===== config.mk =====
export PLATFORM = sky130hd
export DESIGN_NAME = rtc_seq_lectura_escritura
export DESIGN_NICKNAME = d
export VERILOG_FILES = /design/src/rtl/rtc_seq_lectura_escritura.sv
export SDC_FILE = /design/constraint.sdc
export NUM_CORES = 1
export LEC_CHECK = 0
export ABC_AREA = 1
export CORE_MARGIN = 8
export CORE_UTILIZATION = 35
export CTS_CLUSTER_DIAMETER = 80
export DETAILED_ROUTE_END_ITERATION = 16
export SLEW_MARGIN = 25
export SYNTH_ARGS = -nofsm -noshare
export SYNTH_HDL_FRONTEND = slang
export SYNTH_SLANG_ARGS = --single-unit

===== constraint.sdc =====
create_clock -name clk -period 2.7 [get_ports clk]
set_input_delay 0.54 -clock clk [delete_from_list [all_inputs] [get_ports clk]]
set_output_delay 0.54 -clock clk [all_outputs]
set_load 0.05 [all_outputs]

===== src/rtl/rtc_seq_lectura_escritura.sv =====
// Self-sequencing RTC burst sequencer: one optional command-register access, then
// N_REGS address/data pairs, each phase advanced by a bus_ack from the bus-timing block.
module rtc_seq_lectura_escritura #(
   parameter int N_REGS    = 9,
   parameter int ADDR_W    = 4,
   parameter int SEL_W     = 4,
   parameter int BASE_ADDR = 4,
   parameter int CMD_ADDR  = 13,
   parameter int CMD_EN    = 1
) (
   input  logic              clk,
   input  logic              reset,
   input  logic              start,
   input  logic              wr_req,
   input  logic              bus_ack,
   output logic              Fin,
   output logic              Op,
   output logic              I,
   output logic              AD,
   output logic              RW,
   output logic [ADDR_W-1:0] Addr,
   output logic [SEL_W-1:0]  sel_reg,
   output logic              busy,
   output logic              done
);

   localparam int IDX_W = (N_REGS > 1) ? $clog2(N_REGS) : 1;
   localparam logic [IDX_W-1:0]  IDX_LAST   = IDX_W'(N_REGS - 1);
   localparam logic [ADDR_W-1:0] CMD_ADDR_V = ADDR_W'(CMD_ADDR);
   localparam logic [ADDR_W-1:0] BASE_V     = ADDR_W'(BASE_ADDR);

   typedef enum logic [2:0] {
      S_IDLE,
      S_CMD_A,
      S_CMD_D,
      S_REG_A,
      S_REG_D,
      S_FIN
   } state_t;

   state_t           state_q, state_d;
   logic [IDX_W-1:0] idx_q, idx_d;
   logic             mode_q, mode_d;
   logic [ADDR_W-1:0] reg_addr;

   always_ff @(posedge clk) begin
      if (reset) begin
         state_q <= S_IDLE;
         idx_q   <= '0;
         mode_q  <= 1'b0;
      end else begin
         state_q <= state_d;
         idx_q   <= idx_d;
         mode_q  <= mode_d;
      end
   end

   // Address arithmetic wraps modulo 2^ADDR_W by construction of the operand widths.
   assign reg_addr = BASE_V + ADDR_W'(idx_q);

   always_comb begin
      state_d = state_q;
      idx_d   = idx_q;
      mode_d  = mode_q;

      Fin     = 1'b0;
      Op      = 1'b0;
      I       = 1'b0;
      AD      = 1'b0;
      RW      = mode_q;
      Addr    = '0;
      sel_reg = '0;
      busy    = 1'b1;
      done    = 1'b0;

      unique case (state_q)
         S_IDLE: begin
            Fin  = 1'b1;
            RW   = 1'b0;
            busy = 1'b0;
            if (start) begin
               mode_d  = wr_req;
               idx_d   = '0;
               state_d = (CMD_EN != 0) ? S_CMD_A : S_REG_A;
            end
         end
         S_CMD_A: begin
            Op      = 1'b1;
            I       = 1'b1;
            Addr    = CMD_ADDR_V;
            sel_reg = '1;
            if (bus_ack) state_d = S_CMD_D;
         end
         S_CMD_D: begin
            I       = 1'b1;
            AD      = 1'b1;
            Addr    = CMD_ADDR_V;
            sel_reg = '1;
            if (bus_ack) state_d = S_REG_A;
         end
         S_REG_A: begin
            Op      = 1'b1;
            I       = 1'b1;
            Addr    = reg_addr;
            sel_reg = SEL_W'(idx_q);
            if (bus_ack) state_d = S_REG_D;
         end
         S_REG_D: begin
            I       = 1'b1;
            AD      = 1'b1;
            Addr    = reg_addr;
            sel_reg = SEL_W'(idx_q);
            if (bus_ack) begin
               if (idx_q == IDX_LAST) begin
                  state_d = S_FIN;
               end else begin
                  idx_d   = idx_q + IDX_W'(1);
                  state_d = S_REG_A;
               end
            end
         end
         S_FIN: begin
            Fin     = 1'b1;
            done    = 1'b1;
            state_d = S_IDLE;
         end
         default: begin
            Fin     = 1'b1;
            RW      = 1'b0;
            busy    = 1'b0;
            state_d = S_IDLE;
         end
      endcase
   end

endmodule


======== Yosys cells after proc, flatten, opt, wreduce, memory -nomap -nowiden ========
Index checks and enable logic that the tools add are counted.
word-level totals
  register bits ........................... 8
  input port bits ......................... 5
  output and inout bits ................... 15
operators by class
  $add $sub $neg .......................... 2
  equality and inequality tests ........... 12
  multiplexer cells ....................... 20
  reduce and logical (&&, ||, !) cells .... 11
operator list
  operator                                             count
  one-hot mux 4 bit (2 select lines)                   3
  two-way mux 3 bit                                    6
  one-hot mux 3 bit (5 select lines)                   1
  two-way mux 4 bit                                    3
  inequality test 2 bit, second input constant         6
  OR reduction 2 bit                                   4
  two-way mux 1 bit                                    7
  equality test 3 x 2 -> 1 bit, second input constant  2
  equality test 3 bit, second input constant           2
  AND reduction 5 bit                                  1
  OR reduction 5 bit                                   1
  adder 3 x 4 -> 4 bit, first input constant           1
  adder 4 x 1 -> 4 bit, second input constant          1
  equality test 4 bit, second input constant           1
  AND reduction 4 bit                                  1
  OR reduction 4 bit                                   1
  equality test 3 x 1 -> 1 bit, second input constant  1
  logical NOT 3 bit                                    1
  AND reduction 2 bit                                  1
  nonzero test 2 bit                                   1

======== Depth between registers and ports, before layout ========
  word-level depth ........................ 4
  mapped depth ............................ 9

======== Worst setup path after synthesis ========
OpenSTA, ideal clock, no wires.
  path type ............................... reg2out
  start ................................... register state_q[2]
  end ..................................... output port sel_reg[0]
  arrival ................................. 2.068 ns
  required time ........................... 2.160 ns
  slack ................................... 0.092 ns
  stages on the path, launching flop included .. 9
  path through ............................ dfxtp_1 > inv_2 > nand2_2 > inv_2 > nand2_1 > nand2_1 > inv_2 > o21ai_1 > buf_4
between the ends
  cells in the longest elaborated chain, start to end .. 3
  elaborated cells on any way between the ends .. 7
  those cells by class .................... eq/ne: 4; mux: 1; reduce/logical: 2
ends and longest elaborated chain
  item                                         RTL line  RTL
  from (decl)                                  41        state_t state_q, state_d;
  from (signal assigned)                       52        state_q <= state_d;
  equality test 3 bit (tied with other cells)  76        unique case (state_q)
  OR reduction 2 bit (no source line)          -
  one-hot mux 4 bit (2 select lines) *         76
  to (decl)                                    22        output logic [SEL_W-1:0] sel_reg,
Mark *: on every way between the ends. The rest lies on a longest branch, timed or not.

======== Worst setup path after layout ========
  start ................................... register state_q[2]
  end ..................................... output port Addr[1]
between the ends
  cells in the longest elaborated chain, start to end .. 3
  elaborated cells on any way between the ends .. 7
  those cells by class .................... eq/ne: 4; mux: 1; reduce/logical: 2
ends and longest elaborated chain
  item                                         RTL line  RTL
  equality test 3 bit (tied with other cells)  76
  OR reduction 2 bit (no source line)          -
  one-hot mux 4 bit (2 select lines) *         76
  to (decl)                                    21        output logic [ADDR_W-1:0] Addr,
Marked as above.

==> results <==
[final cells by class]
class,instances,area [sq um],area share (%)
multi-input cells,69,406.6,45.58
repair buffers,19,197.7,22.16
flip-flops and latches,8,160.2,17.95
inverters,19,73.82,8.275
well taps,25,31.28,3.506
clock buffers,3,22.52,2.525
[placed cells by master (no fill, tap or decap)]
cell / count
sky130_fd_sc_hd__dfxtp_1: 8
sky130_fd_sc_hd__o21ai_1: 12
sky130_fd_sc_hd__nand3_2: 3
sky130_fd_sc_hd__nand3_1: 7
sky130_fd_sc_hd__dlymetal6s2s_1: 5
sky130_fd_sc_hd__nand2_2: 1
sky130_fd_sc_hd__a31oi_1: 1
sky130_fd_sc_hd__inv_2: 5
sky130_fd_sc_hd__nand2_4: 5
sky130_fd_sc_hd__nor2_1: 16
sky130_fd_sc_hd__clkbuf_4: 3
sky130_fd_sc_hd__clkdlybuf4s50_1: 12
sky130_fd_sc_hd__inv_1: 13
sky130_fd_sc_hd__ha_1: 3
sky130_fd_sc_hd__nand3_4: 1
sky130_fd_sc_hd__o21ai_0: 1
sky130_fd_sc_hd__buf_4: 2
sky130_fd_sc_hd__nor2_4: 1
sky130_fd_sc_hd__nand3b_1: 1
sky130_fd_sc_hd__a21oi_1: 4
sky130_fd_sc_hd__inv_4: 1
sky130_fd_sc_hd__a21oi_2: 1
sky130_fd_sc_hd__nand2_1: 12
[tightest hold or removal path, cell delays in order, from the launching register on]
cell	delay, ns
sky130_fd_sc_hd__dfxtp_1	0.29
sky130_fd_sc_hd__inv_1	0.08
sky130_fd_sc_hd__a21oi_1	0.07
[worst paths after layout]
path | from | slack [ns] | end | cells past startpoint
worst max-delay path | state_q[2] | 0.13 | Addr[1] | 8
worst min-delay path | mode_q | 0.48 | mode_q | 2
worst max register to register | idx_q[0] | 1.33 | idx_q[3] | 8
worst min register to register | mode_q | 0.48 | mode_q | 2
[metal layers]
metal	vias to the layer above	wire, um
li1	354	-
met2	18	661
met3	2	111
met1	291	721
met4	0	16
met5	-	0
[metrics by stage]
step / setup WS [ns] / cells / hold WS, ns / util (%) / instance area (sq um)
after floorplan: 0.09191 / 97 / 0.4302 / - / 648.1
after global placement: 0.3555 / 140 / 0.4847 / 49.64 / 857.1
after detailed placement: 0.3425 / 140 / 0.4732 / 49.64 / 857.1
after CTS: 0.06758 / 143 / 0.4837 / 50.94 / 879.6
after global routing: 0.01841 / 143 / 0.5252 / 51.67 / 892.1
final: 0.1302 / 143 / 0.4818 / 51.67 / 892.1
[registers in the layout, summed over array words and instances (netlist names)]
| name | count |
|---|---|
| idx_q | 4 |
| mode_q | 1 |
| state_q | 3 |
[logic make-up after synthesis]
| group | synth area share (%) |
|---|---|
| AND/OR/NAND/NOR | 41.51 |
| buffers and inverters | 12.55 |
| AO/OA/AOI/OAI | 15.44 |
| flip-flops | 24.71 |
| adder cells (fa/ha/maj) | 5.792 |
==> summary by stage <==
Run status
The run finished with clean final reports.

Critical path
The cell with the most instances on the worst path is sky130_fd_sc_hd__inv_2. The slowest library cell on the worst path is sky130_fd_sc_hd__clkdlybuf4s50_1. Broken down by cell family, the worst path's largest delay share belongs to buffers and inverters.

The worst setup path category is register to output pin. The number of buffer and inverter instances along the worst setup path is 4. The biggest cell delay along the critical path is just over 0.8 ns. The signal arrival time at the worst endpoint is just over 2 ns. Traced cell by cell, the critical path runs through inv_2 > nand2_2 > inv_2 > nand2_1 > nand2_1 > inv_2 > nor2_1 > clkdlybuf4s50_1. In this run the worst path has a maximum fanout of 7. STA classifies the critical path endpoint as an output pin. The startpoint type of the worst setup path is a register.

The required time at the endpoint of the critical path is about 2.2 ns.

Clock network
The buffer type at the clock tree root is sky130_fd_sc_hd__clkbuf_4. The number of gates resized after CTS was 0. The maximum clock path buffer count is 2. CTS built an H-tree with a depth of 1. Hold repair after CTS inserted 0 buffers.

The post-CTS repair timing setup buffer count is 0. The tree built by TritonCTS fans out to 8 sinks. After clock tree synthesis, the clock-pin slew on the worst setup and hold paths is 0.06 ns. The CTS tree is built.

The number of clock buffers inserted by TritonCTS is 3. The later pin in the worst-skew pair is clocked with a latency of roughly 0.25 ns.

Logic synthesis
For this run, the number of Yosys warnings is 0. In this run, distinct cell masters in the synthesized netlist total 20. Yosys attributes the largest share of cell area to sky130_fd_sc_hd__dfxtp_1, sky130_fd_sc_hd__o21ai_1, sky130_fd_sc_hd__nor2_1. The cell taking the most area after synthesis is sky130_fd_sc_hd__dfxtp_1. Synthesis handed over a netlist of a little under 100 instances. The fraction of registers with async set or reset after synthesis is 0%.

In the synthesized netlist the dominant register cell turns out to be sky130_fd_sc_hd__dfxtp_1. The sequential element share of the synthesized area is 24.71%. The post-synth design cell area is approximately 650 sq um.

The net count after synthesis is around 110. In this run the biggest area consumer among cell types represents 24.71% of the synthesized area. The synthesis-stage register bit count is 8. Ranked by instance count, the synthesized netlist is headed by sky130_fd_sc_hd__nor2_1, sky130_fd_sc_hd__inv_1, sky130_fd_sc_hd__nand2_1, sky130_fd_sc_hd__o21ai_1, sky130_fd_sc_hd__dfxtp_1. The dominant cell by count in the synthesized netlist is sky130_fd_sc_hd__nor2_1. Counting flops with a built-in enable in the synthesized netlist gives 0. The average instance in the mapped netlist occupies roughly 6.7 sq um.

Timing
After routing, the total negative slack on setup checks comes to 0 ns. The number of failing hold endpoints at the final stage is 0. Setup repair after global routing left no endpoint under its margin.

The count of pins over their slew limit is 0. For the finished layout, the period the worst path requires is about 2.6 ns. The final critical path takes up a little over nine tenths of the cycle. At the pin with the least slew margin, the transition time is roughly 0.52 ns. The clock arrives with between 0.005 and 0.006 ns of skew. The number of failing setup endpoints in the final timing report is 0. Derived from the worst setup path, the maximum achievable clock frequency is 389.1 MHz. Measured against its own limit, the worst slew margin works out to roughly 65%.

Die
The die covers approximately 3500 sq um. 20 I/O pins were placed. The standard-cell row count is 15. The vertical extent of the die is roughly 59 um. Once the floorplan was initialized, standard cells occupied between 30% and 40% of the core. The core region area is roughly 1700 sq um. The width of the die is about 59 um.

Place
The placed wire-length estimate after detailed placement is around 1300 um. The port buffer count is 19. The final estimated routing congestion in global placement is 0.7932.

Global routing
The via count of the first global-routing pass is about 650. The largest net degree at the start of global routing is 9. In the global route stage, met1 resource usage came out at approximately 11%. The global-route met2 utilization is 15.73%. The first-pass GRT wire length is roughly 2700 um.

For met3 alone, demand over resource in global routing was 2.820%. The initial antenna violation count came to 0. After global routing, the most crowded layer is met2. Global routing consumed, over all layers together, under 10% of the routing resources. The remaining global-route overflow is 0.

Routing
The number of nets with antenna violations after detailed routing is 0. Summing over every cut layer, the via total after detailed routing is 665. The first TritonRoute pass finished after 4 iterations.

The starting DRC count in detailed routing is 15. After detailed routing, the average wire length per cell comes to between 10 and 15 um. The number of vias per cell after detailed routing is approximately 4.7. For this run, design rule violations remaining after detail routing come to 0. The final wirelength is 1511 um.

Layout
The number of inserted diodes is 0. The share of post-route cells with drive strength above 1 is about a fifth. The number of nets at the end of the flow is 128. The filler cells instantiated in the layout total between 150 and 200.

The layout-stage area growth over the synthesis result is 37.64%.

Hold path
The worst min-delay path category is register to register.

Flow run
The total of max-cap violations is 0.
Power of run 1 is left out: the tool's default activity adds up to more than one toggle a clock period on the data nets, which glitch-free logic cannot reach.
